**config.mk**
```make
export PLATFORM = sky130hd
export DESIGN_NAME = reg_write_arbiter
export DESIGN_NICKNAME = d
export VERILOG_FILES = /design/src/rtl/reg_write_arbiter.sv
export SDC_FILE = /design/constraint.sdc
export NUM_CORES = 1
export LEC_CHECK = 0
export CAP_MARGIN = 10
export CORE_MARGIN = 3
export CORE_UTILIZATION = 33
export DETAILED_ROUTE_END_ITERATION = 6
export GPL_TIMING_DRIVEN = 0
export HOLD_SLACK_MARGIN = 0.06
export PLACE_DENSITY = 0.76
export SETUP_SLACK_MARGIN = 0.2
export SLEW_MARGIN = 30
export SYNTH_ARGS = -nofsm -noshare
export SYNTH_HDL_FRONTEND = slang
export SYNTH_SLANG_ARGS = --single-unit
```
**constraint.sdc**
```tcl
create_clock -name clk -period 1.49 [get_ports clk]
set_input_delay 0.298 -clock clk [delete_from_list [all_inputs] [get_ports clk]]
set_output_delay 0.298 -clock clk [all_outputs]
set_load 0.05 [all_outputs]
```
**src/rtl/reg_write_arbiter.sv**
```systemverilog
// reg_write_arbiter: round-robin req/ack arbiter sharing one load/reset register between two writers,
// with a priority clear command and a wrapping completed-write counter.
module reg_write_arbiter #(
    parameter int WIDTH = 16,
    parameter int CNT_W = 8
) (
    input  logic             clk,
    input  logic             rst_n,
    input  logic             req0,
    input  logic [WIDTH-1:0] wdata0,
    output logic             ack0,
    input  logic             req1,
    input  logic [WIDTH-1:0] wdata1,
    output logic             ack1,
    input  logic             clr_req,
    output logic             clr_ack,
    output logic             reg_rst,
    output logic             reg_load,
    output logic [WIDTH-1:0] reg_in,
    input  logic [WIDTH-1:0] reg_out,
    output logic [WIDTH-1:0] rdata,
    output logic             busy,
    output logic [CNT_W-1:0] wr_count
);
    localparam logic [1:0] IDLE  = 2'd0;
    localparam logic [1:0] LOAD  = 2'd1;
    localparam logic [1:0] CLEAR = 2'd2;
    localparam logic [1:0] ACK   = 2'd3;

    logic [1:0]       state;
    logic [WIDTH-1:0] hold;
    logic             winner, is_clr, last_grant;
    logic             grant;

    // on a tie the requester that did not win last time gets the slot
    assign grant = (req0 & req1) ? ~last_grant : req1;

    always_ff @(posedge clk or negedge rst_n) begin
        if (!rst_n) begin
            state      <= IDLE;
            hold       <= '0;
            winner     <= 1'b0;
            is_clr     <= 1'b0;
            last_grant <= 1'b1;
            wr_count   <= '0;
        end else begin
            case (state)
                IDLE: begin
                    if (clr_req) begin
                        is_clr <= 1'b1;
                        state  <= CLEAR;
                    end else if (req0 | req1) begin
                        is_clr     <= 1'b0;
                        winner     <= grant;
                        last_grant <= grant;
                        hold       <= grant ? wdata1 : wdata0;
                        state      <= LOAD;
                    end
                end
                LOAD: begin
                    wr_count <= wr_count + 1'b1;
                    state    <= ACK;
                end
                CLEAR:   state <= ACK;
                default: state <= IDLE;
            endcase
        end
    end

    assign reg_load = state == LOAD;
    assign reg_rst  = !rst_n || state == CLEAR;
    assign reg_in   = hold;
    assign rdata    = reg_out;
    assign busy     = state != IDLE;
    assign clr_ack  = state == ACK && is_clr;
    assign ack0     = state == ACK && !is_clr && !winner;
    assign ack1     = state == ACK && !is_clr && winner;
endmodule

```
==> flow_metrics.env, run 1 <==
export IMPL_run_status="complete, but fails checks"
export IMPL_violations="negative setup slack"
export IMPL_grt_start_max_net_pins=31
export IMPL_grt_met3_usage_pct=7.48
export IMPL_path_cells="inv_2, ha_4, clkinvlp_4, buf_6"
export IMPL_layout_cells_non_filler=321
export IMPL_synth_xor_area_share_pct=3.92
export IMPL_crit_path_end_kind="output port"
export IMPL_cp_data_arrival_time_ns=1.27
export IMPL_cp_top_family="flip-flops"
export IMPL_critPathBufInv=3
export IMPL_groute_layer_met2_usage_pct=27.8
export IMPL_ys_seq_area_share_pct=46.4
export IMPL_ys_seq_elements=29
export IMPL_drive_above_1_share_pct=36.8
export IMPL_fin_nets=326
export IMPL_syn_num_nets=224
export IMPL_setup_viol=5
export IMPL_cp_required_ns=1.19
export IMPL_dp_hpwl_um=3190
export IMPL_finalCriticalPeriod_ns=1.56
export IMPL_top_usage_layer="met2"
export IMPL_tns_ns=-0.277
export IMPL_drc=0
export IMPL_overflow=0
export IMPL_synthDistinctLibCells=29
export IMPL_pre_cts_ws_ns=-0.648
export IMPL_clk_pin_slew_ns=0.06
export IMPL_maxCapViolCount=0
export IMPL_cpMaxStageDelayCell="dfrtp_2"
export IMPL_wirelength_um=4430
export IMPL_syn_area_um2=1570
export IMPL_io_pin_count=99
export IMPL_maxSlewHeadroom_pct=52.6
export IMPL_synth_cells=166
export IMPL_grt_pass1_vias=1545
export IMPL_root_buffer="clkbuf_8"
export IMPL_fillers=404
export IMPL_critPathKind="reg -> out"
export IMPL_post_route_period_util_pct=105
export IMPL_worstMarginPinSlew_ns=0.712
export IMPL_synthMuxAreaShare_pct=1.36
export IMPL_mostFrequentLayoutCell="nand2_1"
export IMPL_hold_ws_ns=0.0816
export IMPL_hold_path_class="in -> async"
export IMPL_grt_use_met1_pct=19.6
export IMPL_gp_congestion=0.754
export IMPL_yosys_area_share_simple_pct=15.3
export IMPL_drt_iter0_drc=38
export IMPL_row_count=24
export IMPL_slew_violations=0
export IMPL_clock_path_buffers=2
export IMPL_mostFrequentLayoutCells="nand2_1 (39), clkdlybuf4s50_1 (32), dfrtp_1 (26), buf_4 (25), buf_2 (21)"
export IMPL_io_buffers=82
export IMPL_p_leak_uw=0.00123
export IMPL_antenna_found_initial=0
export IMPL_start_kind="register"
export IMPL_worst_slack_ns=-0.0746
export IMPL_fmax_mhz=639
export IMPL_viasPerCell=4.81
export IMPL_firstDrtPassIters=4
export IMPL_synth_warnings=0
export IMPL_area_growth_pct=69.3
export IMPL_htree_levels=2
export IMPL_synth_top_family_by_area="compound AO/OA/AOI/OAI gates"
export IMPL_fin_skew_ns=0.00621
export IMPL_holdBufCountCts=0
export IMPL_avgSynthCellArea_um2=9.43
export IMPL_dieWidth_um=74.9
export IMPL_rsz0062_at_grt="yes"
export IMPL_coreArea_um2=4470
export IMPL_die_area_um2=5610
export IMPL_dp_cells=300
export IMPL_grt_first_pass_wirelength_um=7100
export IMPL_cts_buffers=5
export IMPL_vdd_ir_drop_max_v=0.00109
export IMPL_wire_per_inst_um=13.8
export IMPL_hold_viol=0
export IMPL_p_per_area_nw_per_um2=2100
export IMPL_vias=1544
export IMPL_cp_max_fo=5
export IMPL_cts_tree="yes"
export IMPL_die_y_um=74.9
export IMPL_antenna_cells=0
export IMPL_ant_nets=0
export IMPL_grtUsageTotal_pct=16.6
export IMPL_crit_path_max_incr_delay_ns=0.43
export IMPL_synth_compound_area_share_pct=16.4
export IMPL_start_util_pct=35.0
export IMPL_synth_fa_ha_area_share_pct=4.00
export IMPL_insertion_delay_ns=0.27
export IMPL_clkSinkCount=29
-- timing repair --
action | CTS | global route
setup buffers | 9 | 1
resized for setup | 211 | 6
pin swaps | 6 | 0
cloned | 3 | 0
endpoints found under the setup margin | 69 | 36
-- report_power, final --
part           total [uW]  leakage [uW]  internal [uW]  switching (uW)
registers            1500      0.000337           1180             326
logic                3410      0.000846           1200            2210
clock network         654     0.0000455            376             278
-- flip-flops by register name, summed over array words and instances, names as in the netlist --
register,count
winner,1
reg_in,16
last_grant,1
state,2
wr_count,8
is_clr,1
-- area by class of cell --
cell class              count  area [um^2]  share of cell area [%]
repair buffers             95          817                    30.8
multi-input cells         109          734                    27.7
flip-flops and latches     29          729                    27.5
plain buffers              23          191                    7.22
clock buffers               8         90.1                    3.40
well taps                  52         65.1                    2.46
inverters                   5         22.5                   0.850
-- path summary, 6_finish.rpt --
| path | from | to | slack [ns] | cells past startpoint |
|---|---|---|---|---|
| min in group clk | req0 | last_grant | 0.45 | 2 |
| min | rst_n | wr_count[2] | 0.08 | 1 |
| min reg2reg | wr_count[7] | wr_count[7] | 0.46 | 1 |
| max reg2reg | state[1] | wr_count[7] | 0.06 | 5 |
| max in group asynchronous | rst_n | state[1] | 0.92 | 1 |
| max | state[1] | busy | -0.07 | 4 |
-- layer usage --
metal	up-vias	part of all wire, %	wire length [um]
met3	2	10	444
met4	0	0.65	29
met2	68	50	2240
met1	720	39	1720
li1	754	-	-
met5	-	0	0
-- synth_stat cells --
| master | number | share of area (%) |
|---|---|---|
| dfstp_2 | 1 | 1.7 |
| nor3_1 | 3 | 0.96 |
| nand2b_1 | 2 | 0.80 |
| buf_4 | 18 | 8.6 |
| a22o_1 | 1 | 0.56 |
| and2b_1 | 1 | 0.48 |
| nand4_1 | 2 | 0.80 |
| mux2_2 | 1 | 0.72 |
| buf_6 | 3 | 2.2 |
| o31ai_1 | 1 | 0.48 |
| dfrtp_1 | 28 | 45 |
| mux2i_1 | 1 | 0.64 |
| buf_2 | 2 | 0.64 |
| a21bo_1 | 1 | 0.64 |
| and2_1 | 1 | 0.40 |
| ha_1 | 5 | 4.0 |
| or2_1 | 1 | 0.40 |
| a31oi_1 | 17 | 6.8 |
| nor3_4 | 1 | 1.0 |
| a32o_1 | 1 | 0.64 |
| xor2_1 | 4 | 2.2 |
| xnor2_1 | 3 | 1.7 |
| a21boi_4 | 1 | 1.2 |
| o21ai_0 | 2 | 0.64 |
| nand3_1 | 1 | 0.32 |
| nand2_1 | 39 | 9.4 |
| inv_1 | 5 | 1.2 |
| nor2_1 | 3 | 0.72 |
| a21oi_1 | 17 | 5.4 |
-- per-stage QoR --
stage          cell area (um^2)  utilization (%)  total power, uW
6_report                   2650             59.2             5570
3_5_place_dp               2490             55.6             4840
4_1_cts                    2630             58.8             5560
5_1_grt                    2650             59.2             5910
3_3_place_gp               2490             55.8             4770
2_1_floorplan              1610                -             3720
-- cells by family (layout without fill, tap and decap cells) --
group | after synthesis | in the layout
AO/OA/AOI/OAI | 41 | 41
XOR/XNOR | 7 | 7
adder cells (fa/ha/maj) | 5 | 5
buffers and inverters | 28 | 131
flip-flops | 29 | 29
multiplexers | 2 | 2
AND/OR/NAND/NOR | 54 | 54
Note: power is estimated with default switching activity, not from simulation.
==> run 2: changes to the inputs <==
--- a/config.mk
+++ b/config.mk
@@ -5,12 +5,13 @@
 export SDC_FILE = /design/constraint.sdc
 export NUM_CORES = 1
 export LEC_CHECK = 0
+export ABC_AREA = 1
 export CAP_MARGIN = 10
 export CORE_MARGIN = 3
-export CORE_UTILIZATION = 33
+export CORE_UTILIZATION = 34
 export DETAILED_ROUTE_END_ITERATION = 6
 export GPL_TIMING_DRIVEN = 0
-export HOLD_SLACK_MARGIN = 0.06
+export HOLD_SLACK_MARGIN = 0.03
 export PLACE_DENSITY = 0.76
 export SETUP_SLACK_MARGIN = 0.2
 export SLEW_MARGIN = 30
==> run 2 against run 1 <==
The flow finishes with violations (negative hold slack, negative setup slack); cell area increased by 9.1%; combinational power increased by 4%; clock skew about the same; die area increased by 2.6%; critical endpoint unchanged; highest routed layer unchanged.
==> flow_metrics.env, run 2 <==
export IMPL_area_growth_pct=74.3
export IMPL_yosys_top_cells_area="dfrtp_1 (42%), nand2_1 (23%), buf_4 (7.2%)"
export IMPL_cp_max_fo=3
export IMPL_critPathKind="reg -> out"
export IMPL_grt_pass1_vias=1638
export IMPL_grt_first_pass_wirelength_um=7000
export IMPL_ys_seq_elements=29
export IMPL_rsz0062_at_grt="yes"
export IMPL_cp_required_ns=1.19
export IMPL_drive_above_1_share_pct=38.6
export IMPL_synthDistinctLibCells=25
export IMPL_drt_iter0_drc=58
export IMPL_start_kind="register"
export IMPL_fmax_mhz=643
export IMPL_layout_cells_non_filler=386
export IMPL_slew_violations=0
export IMPL_insertion_delay_ns=0.28
export IMPL_run_status="complete, but fails checks"
export IMPL_htree_levels=2
export IMPL_root_buffer="clkbuf_8"
export IMPL_clk_pin_slew_ns=0.06
export IMPL_viasPerCell=4.47
export IMPL_antenna_found_initial=0
export IMPL_holdBufCountCts=0
export IMPL_mostFrequentLayoutCells="nand2_1 (78), clkdlybuf4s50_1 (34), buf_4 (23), dfrtp_1 (23), buf_2 (21)"
export IMPL_cts_buffers=5
export IMPL_postPlaceCellArea_um2=2620
export IMPL_syn_area_um2=1660
export IMPL_worst_slack_ns=-0.0657
export IMPL_dp_hpwl_um=3270
export IMPL_hold_ws_ns=-0.0188
export IMPL_async_flop_share_pct=100
export IMPL_syn_num_nets=275
export IMPL_vias=1725
export IMPL_post_route_period_util_pct=104
export IMPL_fin_skew_ns=0.00616
export IMPL_grt_start_max_net_pins=31
export IMPL_wire_per_inst_um=12.1
export IMPL_vdd_ir_drop_max_v=0.00133
export IMPL_antenna_cells=0
export IMPL_row_count=24
export IMPL_wirelength_um=4680
export IMPL_gp_congestion=0.735
export IMPL_combPwrFrac_pct=62.5
export IMPL_netlist_area_leader_share_pct=42.2
export IMPL_yosysMostFrequentCell="nand2_1"
export IMPL_crit_path_end_kind="output port"
export IMPL_dieWidth_um=75.9
export IMPL_clkSinkCount=29
export IMPL_rrSetupSlack_ns=-0.01
export IMPL_maxCapViolCount=0
export IMPL_worstMarginPinSlew_ns=0.497
export IMPL_firstDrtPassIters=3
export IMPL_io_buffers=81
export IMPL_hold_viol=28
export IMPL_violations="negative hold slack, negative setup slack"
export IMPL_grtUsageTotal_pct=16.0
export IMPL_cts_tree="yes"
export IMPL_clock_path_buffers=2
export IMPL_avgSynthCellArea_um2=7.65
export IMPL_tns_ns=-0.206
export IMPL_largest_reg_flops=16
export IMPL_fin_nets=378
export IMPL_yosysTopAreaCell="dfrtp_1"
export IMPL_synth_cells=217
export IMPL_p_per_area_nw_per_um2=1970
export IMPL_synthFlopType="dfrtp_1"
export IMPL_dp_cells=363
export IMPL_synth_common_cells="nand2_1 (101), dfrtp_1 (28), nand3_1 (20)"
export IMPL_final_area_um2=2890
export IMPL_synth_warnings=0
export IMPL_coreArea_um2=4530
export IMPL_ys_seq_area_share_pct=43.8
export IMPL_hold_path_class="in -> async"
export IMPL_die_y_um=75.9
export IMPL_maxSlewHeadroom_pct=66.9
export IMPL_drc=0
export IMPL_io_pin_count=99
export IMPL_swShare_pct=50.7
export IMPL_p_seq_share_pct=25.8
export IMPL_ant_nets=0
export IMPL_mostFrequentLayoutCell="nand2_1"
export IMPL_p_sw_uw=2890
export IMPL_power_internal_uw=2800
export IMPL_synth_edff_count=0
export IMPL_die_area_um2=5750
export IMPL_p_clk_share_pct=11.7
export IMPL_overflow=0
export IMPL_pre_cts_ws_ns=-0.559
export IMPL_cp_data_arrival_time_ns=1.26
export IMPL_start_util_pct=36.6
export IMPL_setup_viol=12
export IMPL_p_leak_uw=0.00150
export IMPL_finalCriticalPeriod_ns=1.56
run 2: cell count changes after synthesis, sizes merged, moves of 3 or more:
cell / delta
nand2: +63
nand3: +19
a31oi: -17
a21oi: -16
inv: +11
o21ai: +3
run 2: worst paths after layout:
kind,start,end,depth (start not counted)
hold / removal,rst_n,wr_count[7],1
setup / recovery,state[0],busy,5
min in group clk,req1,state[1],4
max in group asynchronous,rst_n,last_grant,1
setup reg to reg,state[0],reg_in[7],10
hold reg to reg,reg_in[11],reg_in[11],2
run 2: kinds of logic after synthesis:
| family | share of synthesized area [%] |
|---|---|
| AOI/OAI and AO/OA | 1.81 |
| xor gates and xnor gates | 2.11 |
| adders and majority gates | 3.77 |
| buffers and inverters | 14.0 |
| DFF | 43.8 |
| muxes | 0.679 |
| and+or+nand+nor | 33.8 |
run 2: critical path, stage by stage, from the launching register on:
cell and delay [ns]:
dfrtp_2 0.41, inv_2 0.07, buf_12 0.12, ha_4 0.16, inv_6 0.07, buf_8 0.14
run 2: power by group through the flow:
| stage | sequential (uW) | combinational, uW | clock (uW) |
|---|---|---|---|
| 5_1_grt | 1510 | 3810 | 726 |
| 3_5_place_dp | 1420 | 3180 | 0 |
| 6_report | 1470 | 3560 | 663 |
| 2_1_floorplan | 2320 | 1280 | 0 |
| 4_1_cts | 1430 | 3330 | 689 |
| 3_3_place_gp | 1410 | 3140 | 0 |
run 2: metrics by stage:
step                power, uW  utilization, %
floorplan                3600               -
global placement         4550            57.8
detailed placement       4610            57.7
CTS                      5450            61.3
global route             6050            63.8
finish                   5690            63.8
run 2: layout make-up:
cell class / count / area (um^2)
Tap cell: 65 / 81.3
Fill cell: 424 / 1640
Buffer: 23 / 174
Sequential cell: 29 / 733
Clock buffer: 8 / 90.1
Inverter: 16 / 75.1
Multi-Input combinational cell: 149 / 882
Timing Repair Buffer: 96 / 856
run 2: timing repair:
action | in CTS | in global routing
gates resized for setup | 216 | 28
pin swaps | 11 | 5
setup endpoints to repair | 64 | 36
setup buffers | 11 | 2
gates cloned | 2 | 0
hold endpoints to repair | 0 | 28
run 2: per-layer routing:
metal / track usage (%) / vias up / share of wire [%]
met5: 0 / - / 0
met2: 27.6 / 64 / 51
met1: 19.2 / 791 / 40
met3: 5.67 / 5 / 8.4
met4: 3.30 / 0 / 0.60
li1: - / 865 / -
==> run 3: changes to the inputs <==
--- a/config.mk
+++ b/config.mk
@@ -8,11 +8,12 @@
 export ABC_AREA = 1
 export CAP_MARGIN = 10
 export CORE_MARGIN = 3
-export CORE_UTILIZATION = 34
+export CORE_UTILIZATION = 35
+export CTS_BUF_LIST = sky130_fd_sc_hd__clkbuf_4 sky130_fd_sc_hd__clkbuf_8
 export DETAILED_ROUTE_END_ITERATION = 6
 export GPL_TIMING_DRIVEN = 0
 export HOLD_SLACK_MARGIN = 0.03
-export PLACE_DENSITY = 0.76
+export PLACE_DENSITY = 0.78
 export SETUP_SLACK_MARGIN = 0.2
 export SLEW_MARGIN = 30
 export SYNTH_ARGS = -nofsm -noshare
==> run 3 against run 2 <==
Cell count down 2.3%; worst setup slack worse by 0.0025 ns; non-clock buffer count grew 4; clock skew shrank 0.00084 ns; critical path type unchanged; largest cell class unchanged; the run ends with negative setup slack left; via count increased by 3.0%; sequential power barely moved; register-to-register slack improved by 0.02 ns; wire length is the same; power up 0.39%; clock-buffer cell count did not move.
==> flow_metrics.env, run 3 (synthesized netlist as in run 2, its figures left out) <==
export IMPL_run_status="complete, but fails checks"
export IMPL_violations="negative setup slack"
export IMPL_antenna_found_initial=0
export IMPL_dieWidth_um=74.9
export IMPL_grtUsageTotal_pct=16.9
export IMPL_coreArea_um2=4470
export IMPL_p_per_area_nw_per_um2=1950
export IMPL_grt_use_met1_pct=20.1
export IMPL_maxSlewHeadroom_pct=55.5
export IMPL_viasPerCell=4.71
export IMPL_groute_layer_met2_usage_pct=29.0
export IMPL_largest_reg_flops=16
export IMPL_hold_path_class="in -> async"
export IMPL_rsz0062_at_grt="yes"
export IMPL_start_kind="register"
export IMPL_row_count=24
export IMPL_worst_slack_ns=-0.0683
export IMPL_layout_cells_non_filler=377
export IMPL_cp_max_fo=3
export IMPL_drive_above_1_share_pct=41.2
export IMPL_overflow=0
export IMPL_gp_congestion=0.729
export IMPL_die_area_um2=5600
export IMPL_slew_violations=0
export IMPL_clkSinkCount=29
export IMPL_fmax_mhz=642
export IMPL_grt_first_pass_wirelength_um=7270
export IMPL_firstDrtPassIters=4
export IMPL_area_growth_pct=76.8
export IMPL_top_usage_layer="met2"
export IMPL_post_route_period_util_pct=105
export IMPL_grt_start_max_net_pins=31
export IMPL_holdBufCountCts=0
export IMPL_mostFrequentLayoutCells="nand2_1 (73), clkdlybuf4s50_1 (34), nand2_2 (25), buf_4 (24), dfrtp_1 (22)"
export IMPL_p_leak_uw=0.00153
export IMPL_io_pin_count=99
export IMPL_wire_per_inst_um=12.4
export IMPL_io_buffers=81
export IMPL_antenna_cells=0
export IMPL_hold_viol=0
export IMPL_cp_required_ns=1.19
export IMPL_clock_path_buffers=2
export IMPL_crit_path_end_kind="output port"
export IMPL_fillers=394
export IMPL_htree_levels=2
export IMPL_cts_tree="yes"
export IMPL_dp_hpwl_um=3220
export IMPL_vias=1776
export IMPL_fin_nets=382
export IMPL_insertion_delay_ns=0.28
export IMPL_ant_nets=0
export IMPL_fin_skew_ns=0.00532
export IMPL_worstMarginPinSlew_ns=0.667
export IMPL_drc=0
export IMPL_drt_iter0_drc=58
export IMPL_cts_buffers=5
export IMPL_wirelength_um=4680
export IMPL_clk_pin_slew_ns=0.06
export IMPL_mostFrequentLayoutCell="nand2_1"
export IMPL_cp_data_arrival_time_ns=1.26
export IMPL_setup_viol=4
export IMPL_grt_pass1_vias=1712
export IMPL_dp_cells=350
export IMPL_grt_met3_usage_pct=5.07
export IMPL_vdd_ir_drop_max_v=0.000979
export IMPL_tns_ns=-0.164
export IMPL_critPathKind="reg -> out"
export IMPL_root_buffer="clkbuf_8"
export IMPL_maxCapViolCount=0
export IMPL_die_y_um=74.9
export IMPL_finalCriticalPeriod_ns=1.56
export IMPL_start_util_pct=37.1
run 3: cell types whose count changed in the layout (fill, tap and decap cells not counted), sizes merged:
cell / delta
buf: +4
run 3: final timing paths:
| check | startpoint | endpoint | slack [ns] | cells past startpoint |
|---|---|---|---|---|
| max reg2reg | state[0] | reg_in[9] | 0.01 | 9 |
| min in group clk | req1 | reg_in[15] | 0.41 | 5 |
| min | rst_n | wr_count[5] | 0.05 | 1 |
| min reg2reg | reg_in[7] | reg_in[7] | 0.47 | 2 |
| max in group asynchronous | rst_n | state[1] | 0.97 | 1 |
| max | state[1] | reg_rst | -0.07 | 5 |
run 3: worst max-delay path, stage by stage, from the launching register on:
cell	delay, ns
dfrtp_2	0.44
buf_6	0.13
ha_4	0.14
inv_2	0.04
nand2_2	0.05
buf_8	0.18
run 3: final cells by class:
cell class	count	area, um^2	area share [%]
timing repair buffer	100	908	31.0
buffer	23	178	6.06
multi-input combinational	149	882	30.1
clock buffer	8	91.3	3.11
inverter	16	75.1	2.56
sequential	29	734	25.0
tap	52	65.1	2.22
run 3: where the power goes:
group          switching [uW]  total (uW)  internal, uW
Clock                     285         671           386
Combinational            2300        3590          1290
Sequential                294        1450          1150
Total                    2880        5710          2830
run 3: through the flow:
step / area [um^2] / hold slack (ns) / setup slack (ns) / power, uW / util, %
after floorplan: 1730 / 0.00241 / -0.0223 / 3600 / -
after global placement: 2610 / 0.454 / -1.49 / 4550 / 58.2
after detailed placement: 2600 / 0.374 / -0.575 / 4610 / 58.1
after CTS: 2830 / 0.0732 / -0.100 / 5530 / 63.1
after global routing: 2930 / 0.110 / -0.119 / 6040 / 65.6
final: 2930 / 0.0532 / -0.0683 / 5710 / 65.6
run 3: layer usage:
layer | wire, um | part of all wire, %
met2 | 2350 | 50
met5 | 0 | 0
met4 | 36 | 0.77
met3 | 369 | 7.9
met1 | 1920 | 41
run 3: timing repair:
item | CTS | global route
gates cloned | 2 | 0
setup buffers | 14 | 3
endpoints found under the setup margin | 64 | 38
resized for setup | 221 | 28
pin swaps | 20 | 12
